[config.mk]
export PLATFORM = sky130hd
export DESIGN_NAME = trng_harvest
export DESIGN_NICKNAME = d
export VERILOG_FILES = /design/src/rtl/trng_pkg.sv /design/src/rtl/trng_vn_debias.sv /design/src/rtl/trng_harvest.sv
export SDC_FILE = /design/constraint.sdc
export NUM_CORES = 1
export LEC_CHECK = 0
export ABC_AREA = 1
export CAP_MARGIN = 15
export CORE_AREA = 2 2 79 81
export CTS_CLUSTER_SIZE = 20
export DETAILED_ROUTE_END_ITERATION = 16
export DIE_AREA = 0 0 81 83
export PLACE_DENSITY = 0.73
export SYNTH_ARGS = -nofsm -noshare
export SYNTH_HDL_FRONTEND = slang
export SYNTH_SLANG_ARGS = --single-unit
export TNS_END_PERCENT = 30
[constraint.sdc]
create_clock -name CLK -period 1.8 [get_ports CLK]
set_clock_uncertainty 0.05 [all_clocks]
set_input_delay 0.27 -clock CLK [delete_from_list [all_inputs] [get_ports CLK]]
set_output_delay 0.27 -clock CLK [all_outputs]
set_load 0.1 [all_outputs]
[src/rtl/trng_pkg.sv]
// Shared types and defaults for the ring-oscillator entropy harvester.
package trng_pkg;

    typedef enum logic [0:0] {
        PAIR_IDLE       = 1'b0,
        PAIR_HAVE_FIRST = 1'b1
    } pair_state_e;

    localparam int DROP_W        = 8;
    localparam int DEF_N         = 10;
    localparam int DEF_W         = 8;
    localparam int DEF_DIV       = 4;
    localparam int DEF_REP_LIMIT = 32;

endpackage

[src/rtl/trng_vn_debias.sv]
// Von Neumann corrector: consumes raw samples in pairs and emits the first
// bit of every unequal pair; equal pairs are discarded.
module trng_vn_debias
    import trng_pkg::*;
(
    input  logic i_clk,
    input  logic i_rst_n,
    input  logic i_strobe,
    input  logic i_raw_bit,
    input  logic i_hold,
    input  logic i_clr,
    output logic o_bit_valid,
    output logic o_bit_out
);

    pair_state_e r_state;
    logic        r_first;

    always_ff @(posedge i_clk or negedge i_rst_n) begin
        if (!i_rst_n) begin
            r_state <= PAIR_IDLE;
            r_first <= 1'b0;
        end else if (i_clr || i_hold) begin
            r_state <= PAIR_IDLE;
        end else if (i_strobe) begin
            if (r_state == PAIR_IDLE) begin
                r_state <= PAIR_HAVE_FIRST;
                r_first <= i_raw_bit;
            end else begin
                r_state <= PAIR_IDLE;
            end
        end
    end

    // Pair 10 yields 1 and pair 01 yields 0, i.e. the first bit of the pair.
    assign o_bit_valid = i_strobe && !i_clr && !i_hold &&
                         (r_state == PAIR_HAVE_FIRST) && (r_first != i_raw_bit);
    assign o_bit_out   = r_first;

endmodule

[src/rtl/trng_harvest.sv]
// Harvests RO entropy: synchronise, XOR-reduce, sample, debias, pack into
// words on a valid/ready port, with a repetition-count health alarm.
module trng_harvest
    import trng_pkg::*;
#(
    parameter int N         = DEF_N,
    parameter int W         = DEF_W,
    parameter int DIV       = DEF_DIV,
    parameter int REP_LIMIT = DEF_REP_LIMIT
) (
    input  logic              CLK,
    input  logic              RST_n,
    input  logic              EN,
    input  logic [N-1:0]      RO_IN,
    input  logic              RND_READY,
    output logic [W-1:0]      RND_DATA,
    output logic              RND_VALID,
    output logic              ALARM,
    output logic [DROP_W-1:0] DROP_CNT
);

    localparam int DIV_W  = (DIV > 1) ? $clog2(DIV) : 1;
    localparam int BCNT_W = $clog2(W + 1);
    localparam int REP_W  = $clog2(REP_LIMIT + 1);

    localparam logic [DIV_W-1:0]  DIV_LAST  = DIV_W'(DIV - 1);
    localparam logic [BCNT_W-1:0] BCNT_LAST = BCNT_W'(W - 1);
    localparam logic [REP_W-1:0]  REP_MAX   = REP_W'(REP_LIMIT);

    function automatic logic [DROP_W-1:0] sat_inc(input logic [DROP_W-1:0] v);
        return (&v) ? v : v + DROP_W'(1);
    endfunction

    logic [N-1:0]      r_sync_p0;
    logic [N-1:0]      r_sync_p1;
    logic              r_raw_p2;
    logic [DIV_W-1:0]  r_div;
    logic [REP_W-1:0]  r_rep_cnt;
    logic              r_prev;
    logic              r_alarm;
    logic [W-1:0]      r_shreg;
    logic [BCNT_W-1:0] r_bcnt;
    logic [W-1:0]      r_data;
    logic              r_valid;
    logic [DROP_W-1:0] r_drop_cnt;

    logic              w_strobe;
    logic [REP_W-1:0]  w_rep_next;
    logic              w_bit_valid;
    logic              w_bit;
    logic [W-1:0]      w_word;
    logic              w_complete;
    logic              w_xfer;
    logic              w_load;
    logic              w_drop;

    // Two-flop synchroniser per RO line, then a registered XOR-reduce.
    always_ff @(posedge CLK or negedge RST_n) begin
        if (!RST_n) begin
            r_sync_p0 <= '0;
            r_sync_p1 <= '0;
            r_raw_p2  <= 1'b0;
        end else begin
            r_sync_p0 <= RO_IN;
            r_sync_p1 <= r_sync_p0;
            r_raw_p2  <= ^r_sync_p1;
        end
    end

    assign w_strobe = EN && (r_div == DIV_LAST);

    always_ff @(posedge CLK or negedge RST_n) begin
        if (!RST_n) begin
            r_div <= '0;
        end else if (!EN || w_strobe) begin
            r_div <= '0;
        end else begin
            r_div <= r_div + DIV_W'(1);
        end
    end

    // A count of zero means no previous sample since reset or disable.
    always_comb begin
        w_rep_next = r_rep_cnt;
        if ((r_rep_cnt == '0) || (r_raw_p2 != r_prev)) begin
            w_rep_next = REP_W'(1);
        end else if (r_rep_cnt != REP_MAX) begin
            w_rep_next = r_rep_cnt + REP_W'(1);
        end
    end

    always_ff @(posedge CLK or negedge RST_n) begin
        if (!RST_n) begin
            r_rep_cnt <= '0;
            r_prev    <= 1'b0;
            r_alarm   <= 1'b0;
        end else if (!EN) begin
            r_rep_cnt <= '0;
            r_prev    <= 1'b0;
        end else if (w_strobe) begin
            r_rep_cnt <= w_rep_next;
            r_prev    <= r_raw_p2;
            if (w_rep_next == REP_MAX) begin
                r_alarm <= 1'b1;
            end
        end
    end

    trng_vn_debias u_debias (
        .i_clk       (CLK),
        .i_rst_n     (RST_n),
        .i_strobe    (w_strobe),
        .i_raw_bit   (r_raw_p2),
        .i_hold      (r_alarm),
        .i_clr       (!EN),
        .o_bit_valid (w_bit_valid),
        .o_bit_out   (w_bit)
    );

    assign w_word     = {r_shreg[W-2:0], w_bit};
    assign w_complete = w_bit_valid && (r_bcnt == BCNT_LAST);
    assign w_xfer     = r_valid && RND_READY;
    assign w_load     = w_complete && (!r_valid || RND_READY);
    assign w_drop     = w_complete && !w_load;

    always_ff @(posedge CLK or negedge RST_n) begin
        if (!RST_n) begin
            r_shreg <= '0;
            r_bcnt  <= '0;
        end else if (!EN) begin
            r_shreg <= '0;
            r_bcnt  <= '0;
        end else if (w_bit_valid) begin
            r_shreg <= w_word;
            r_bcnt  <= w_complete ? '0 : r_bcnt + BCNT_W'(1);
        end
    end

    // Single-entry output slot; a completed word is lost only if the slot
    // is occupied and not being drained on the same edge.
    always_ff @(posedge CLK or negedge RST_n) begin
        if (!RST_n) begin
            r_data     <= '0;
            r_valid    <= 1'b0;
            r_drop_cnt <= '0;
        end else begin
            if (w_load) begin
                r_data  <= w_word;
                r_valid <= 1'b1;
            end else if (w_xfer) begin
                r_valid <= 1'b0;
            end
            if (w_drop) begin
                r_drop_cnt <= sat_inc(r_drop_cnt);
            end
        end
    end

    assign RND_DATA  = r_data;
    assign RND_VALID = r_valid;
    assign ALARM     = r_alarm;
    assign DROP_CNT  = r_drop_cnt;

endmodule

==> impl_results.md, run 1 <==
- Top_reg_cell synth: dfrtp_1
- Die width: 81 µm
- Arr. time, crit path: 1850 ps
- Seq cells post-synth: 61
- GRT Util Overall: 0.165
- Leak pwr: 1.63 nW
- # clock sinks: 61
- Port bufs: 31
- Area delta synth->final: 35.9%
- CP Data Required Time: 1970 ps
- Synthesized area: 0.00258 mm²
- Max-slew headroom: 0.678
- Worst Path Max Fanout: 6
- Num CTS Buffers: 9
- Fin cells: 390
- DIE AREA: 0.00672 mm²
- DP Worst Slack: -85.8 ps
- Post-route ant nets: 0
- Fin worst setup slack: 118 ps
- Ys async rst share: 1.00
- Nets: 329
- DR vias: 1,882
- Clk Latency, worst-skew pair: 340 ps
- CP Class: reg -> reg
- CTS tree: yes
- # diodes: 0
- Most frequent cells after synthesis: nand2_1 (66), dfrtp_1 (61), inv_1 (28), nor2_1 (20), nand3_1 (15)
- DRC: 0
- Total routed wirelength: 4690 µm
- Kind of end point of the critical path: register
- Synth area leader: dfrtp_1
- Final setup viols: 0
- Die H: 83 µm
- Clock-pin slew on the worst setup and hold paths: 60 ps
- I/O pin total: 32
- Clock Path Buffers: 2
- Top achievable clock speed: 595 MHz
- Share of cells above drive strength 1: 0.213
- Actual slew at the worst max-slew pin: 483 ps
- Dpl hpwl: 3310 µm
- Pre-antenna DRT Iters: 4
- CORE AREA: 0.00582 mm²
- Status: finished clean
- Vias per cell: 4.83
- Design area: 0.00350 mm²
- Syn nets: 279
- RePlAce Congestion: 0.858
- Grt total ovfl: 0
- VDD IR-drop max: 687 µV
- Largest net degree at the start of global routing: 26
- Initial antenna violation count: 0
- Vias in the first global route: 1,937
- Final Total Pwr: 3.07 mW
- Syn Inst Count: 260
- Post-synth EDFFs: 0
- Syn avg cell area: 9.92 µm²
- Routed len/inst: 12.0 µm
- Synth cell types: 24
- Synth area leaders: dfrtp_1 (59%), nand2_1 (9.6%), inv_1 (4.1%)
- Yosys warns: 0
- Min cycle time layout: 1680 ps
- Crit path launch type: register
- Max cap viols: 0
- Placed Instances: 372
- H-tree levels: 3
- Most frequent cell after synthesis: nand2_1
- Post-Route Utilization: 0.602
- Initial Utilization: 0.443
- PD cells: 876 mW/mm²
- Synth top area share: 0.592
- RSZ-0062 raised after global routing: false
- Root Driver: clkbuf_8
- Tcrit/Tclk final: 0.934
- Hold Path Class: reg -> reg
- Fin. Hold Viols: 0
- Cell Area, Placed: 0.00324 mm²
- Starting DRT DRC Count: 112
- Row count: 28
- First-pass GRT wire length: 8490 µm
- Sequential share of the synthesized area: 0.592
- Max-slew violation total from the final report: 0
-- state kept, by name (all words and copies together), names as in the netlist --
signal / count
r_sync_p0: 10
r_sync_p1: 10
DROP_CNT: 8
RND_DATA: 8
r_shreg: 7
r_rep_cnt: 6
r_bcnt: 4
r_div: 2
ALARM: 1
RND_VALID: 1
r_prev: 1
r_raw_p2: 1
u_debias.o_bit_out: 1
u_debias.r_state: 1
-- power by group --
part	switching [mW]	internal, mW	total (mW)
Combinational	0.0890	0.0784	0.167
Clock	0.517	0.957	1.47
Sequential	0.0203	1.41	1.43
Total	0.626	2.44	3.07
-- area by class of cell --
cell class | instances | area, µm²
Fill cell | 491 | 2310
Inverter | 28 | 105
Sequential cell | 61 | 1540
Clock inverter | 4 | 95.1
Clock buffer | 12 | 145
Multi-Input combinational cell | 167 | 921
Timing Repair Buffer | 43 | 603
Tap cell | 75 | 93.8
-- critical path, stage by stage (launching register included) --
cell,delay (ps)
dfrtp_4,500
ha_2,200
nand3_1,110
nor2_1,80
a31oi_1,200
nand2_2,130
buf_4,180
nand2_1,70
nand2_1,60
-- per-layer routing --
metal | wire [µm] | vias up | GRT usage
met5 | 0 | - | 0
met4 | 91 | 0 | 0.0909
met3 | 132 | 10 | 0.0315
met2 | 2390 | 29 | 0.258
met1 | 2070 | 908 | 0.213
li1 | - | 935 | -
-- cell usage in the layout, fill, tap and decap left out, drive strengths merged, types with 10 or more instances in the layout --
master          n
buf            30
clkbuf         12
clkdlybuf4s50  12
dfrtp          61
inv            28
nand2          67
nand3          15
nor2           21
o21ai          19
xnor2          10
-- per-stage QoR --
stage,TNS [ps],hold WS (ps)
2_1_floorplan,0,-75.6
3_3_place_gp,-242,192
3_5_place_dp,-562,197
4_1_cts,0,299
5_1_grt,0,312
6_report,0,297
-- logic make-up (layout without fill, tap and decap cells) --
| group | Yosys count | count (layout) | synth area share |
|---|---|---|---|
| DFF | 61 | 61 | 0.592 |
| adders and majority gates | 5 | 5 | 0.0243 |
| xor gates and xnor gates | 19 | 19 | 0.0645 |
| and+or+nand+nor | 112 | 112 | 0.186 |
| buffers and inverters | 32 | 87 | 0.0529 |
| AOI/OAI and AO/OA | 31 | 31 | 0.0805 |
-- path summary, 6_finish.rpt --
kind | start | end | slack, ps | cells past startpoint
max | DROP_CNT[0] | DROP_CNT[3] | 120 | 8
min | r_sync_p0[1] | r_sync_p1[1] | 300 | 0
max reg2reg | DROP_CNT[0] | DROP_CNT[3] | 120 | 8
min reg2reg | r_sync_p0[1] | r_sync_p1[1] | 300 | 0
max in group asynchronous | RST_n | DROP_CNT[4] | 820 | 3
min in group asynchronous | RST_n | RND_DATA[6] | 370 | 2
-- what timing repair did --
action / in CTS / in global routing
resized for setup: 0 / 3
hold buffers: 1 / 0
endpoints found under the hold margin: 16 / 0
endpoints found under the setup margin: 0 / 6
buffers inserted: 0 / 1
Power figures use the tool's default switching activity.
==> run 2, diff against run 1 <==
- CELL_PAD_IN_SITES_DETAIL_PLACEMENT: default -> 1
- CELL_PAD_IN_SITES_GLOBAL_PLACEMENT: default -> 1
- CORE_AREA: 2 2 79 81 -> 2 2 82 84
- CTS_CLUSTER_DIAMETER: default -> 60
- DIE_AREA: 0 0 81 83 -> 0 0 84 86
- GPL_TIMING_DRIVEN: default -> 0
- PLACE_DENSITY: 0.73 -> 0.83
==> run 2 against run 1 <==
  * Wire length rose by 34%
  * Sequential cell count did not move
  * Maximum frequency fell by 2.7%
  * Highest routed layer unchanged
  * Combinational power rose by 9%
  * Largest power group is now sequential cells
  * First-iteration DRC count fell by 42%
==> impl_results.md, run 2 (synthesis results as in run 1) <==
- Tcrit/Tclk final: 0.960
- Pre-antenna DRT Iters: 4
- Final setup viols: 0
- Dpl hpwl: 4180 µm
- VDD IR-drop max: 498 µV
- Root Driver: clkbuf_8
- Row count: 29
- Sw frac: 0.223
- Clk Latency, worst-skew pair: 330 ps
- H-tree levels: 3
- Clock Path Buffers: 2
- GRT Util Overall: 0.188
- P_sw: 0.649 mW
- Crit path launch type: register
- First-pass GRT wire length: 10,400 µm
- Fin cells: 392
- Clk network pwr share: 0.445
- Max cap viols: 0
- Kind of end point of the critical path: register
- R2R Path Start: r_div[0]
- Area delta synth->final: 29.6%
- CP endpoint: DROP_CNT[0]
- Crit. Startpoint: r_div[0]
- Sequential share of power: 0.493
- CTS tree: yes
- Grt total ovfl: 0
- Slowest Stage Delay on Critical Path: 410 ps
- Die H: 86 µm
- Initial Utilization: 0.411
- DP Worst Slack: -202 ps
- Die width: 84 µm
- # clock sinks: 61
- Combinational power share: 0.063
- Routed len/inst: 16.0 µm
- Actual slew at the worst max-slew pin: 791 ps
- Num CTS Buffers: 9
- Biggest regs: r_sync_p0 x10, r_sync_p1 x10
- Critical path's slowest cell: dfrtp_1
- Placed Instances: 369
- CP Data Required Time: 1980 ps
- Arr. time, crit path: 1910 ps
- Commonest non-fill, non-tap cell in the layout: nand2_1
- Critical Path, Cell by Cell: ha_4, nand2_4, nor2_4, nand2_4, nor3_4, nand2_2, buf_4, nand2_1, nand2_1
- Vias per cell: 4.95
- PD cells: 872 mW/mm²
- Port bufs: 31
- I/O pin total: 32
- RePlAce Congestion: 0.744
- Status: finished clean
- Worst hold slack: 296 ps
- Top achievable clock speed: 578 MHz
- Vias in the first global route: 2,192
- Internal power: 2.26 mW
- # diodes: 0
- Share of cells above drive strength 1: 0.222
- Nets: 329
- Final Total Pwr: 2.91 mW
- FF-to-FF path depth: 9
- Starting DRT DRC Count: 65
- Initial antenna violation count: 0
- DRC: 0
- RSZ-0062 raised after global routing: true
- Max-slew violation total from the final report: 0
- Worst Path Max Fanout: 5
- Highest-count cells in the layout ignoring fill and taps: nand2_1 (60), dfrtp_1 (54), inv_1 (27)
- Reg-to-reg endpoint: DROP_CNT[0]
- Fin. Hold Viols: 0
- TNS Setup: 0 ps
- Min cycle time layout: 1730 ps
- CORE AREA: 0.00628 mm²
- Hold Path Class: reg -> reg
- Leak pwr: 1.54 nW
- DIE AREA: 0.00722 mm²
- DR vias: 1,942
- Largest net degree at the start of global routing: 34
- Fin worst setup slack: 71.3 ps
- R2r setup slk: 70 ps
- Total routed wirelength: 6270 µm
- CP Class: reg -> reg
- Post-route ant nets: 0
- Max-slew headroom: 0.473
- Clock-pin slew on the worst setup and hold paths: 70 ps
- Fill cell count: 722
## run 2: repair_timing
action | CTS | global route
cloned | 0 | 1
setup buffers | 0 | 5
endpoints found under the setup margin | 30 | 17
hold endpoints to repair | 32 | 0
hold buffers | 1 | 0
gates resized for setup | 58 | 10
pin swaps | 0 | 5
## run 2: metal layers
layer / share of wire / vias to the layer above / global-route usage
met3: 0.036 / 6 / 0.0549
li1: - / 928 / -
met4: 0.013 / 0 / 0.0762
met1: 0.43 / 974 / 0.219
met2: 0.53 / 34 / 0.327
met5: 0 / - / 0
## run 2: power by group through the flow
stage	Combinational, mW	Sequential (mW)	Clock [mW]
2_1_floorplan	0.0855	1.45	0
3_3_place_gp	0.156	1.45	0
3_5_place_dp	0.172	1.46	0
4_1_cts	0.177	1.43	1.34
5_1_grt	0.207	1.44	1.38
6_report	0.182	1.44	1.30
## run 2: worst min-delay path by stage
| stage | start | cells past startpoint | end |
|---|---|---|---|
| 2_1_floorplan | RST_n | 0 | ALARM |
| 3_3_place_gp | r_sync_p0[8] | 0 | r_sync_p1[8] |
| 3_5_place_dp | r_sync_p0[0] | 0 | r_sync_p1[0] |
| 4_1_cts | r_sync_p0[9] | 0 | r_sync_p1[9] |
| 5_1_grt | RO_IN[2] | 1 | r_sync_p0[2] |
| 6_report | r_sync_p0[9] | 0 | r_sync_p1[9] |
## run 2: area by class of cell
cell class | instances | area, µm² | area share
Tap cell | 77 | 96.3 | 0.0288
Clock buffer | 12 | 135 | 0.0404
Buffer | 4 | 31.3 | 0.00936
Timing Repair Buffer | 39 | 403 | 0.121
Inverter | 28 | 105 | 0.0314
Multi-Input combinational cell | 167 | 958 | 0.287
Sequential cell | 61 | 1540 | 0.461
Clock inverter | 4 | 72.6 | 0.0217
## run 2: through the flow
stage	utilization	instance area (µm²)
6_report	0.532	3340
5_1_grt	0.532	3340
4_1_cts	0.520	3260
3_5_place_dp	0.480	3010
3_3_place_gp	0.478	3000
2_1_floorplan	-	2590
## run 2: worst max-delay path, delay by kind of cell (launching register included)
kind                       cells  cell delay (ps)
and+or+nand+nor                7              780
DFF                            1              410
buffers and inverters          1              180
adders and majority gates      1              190
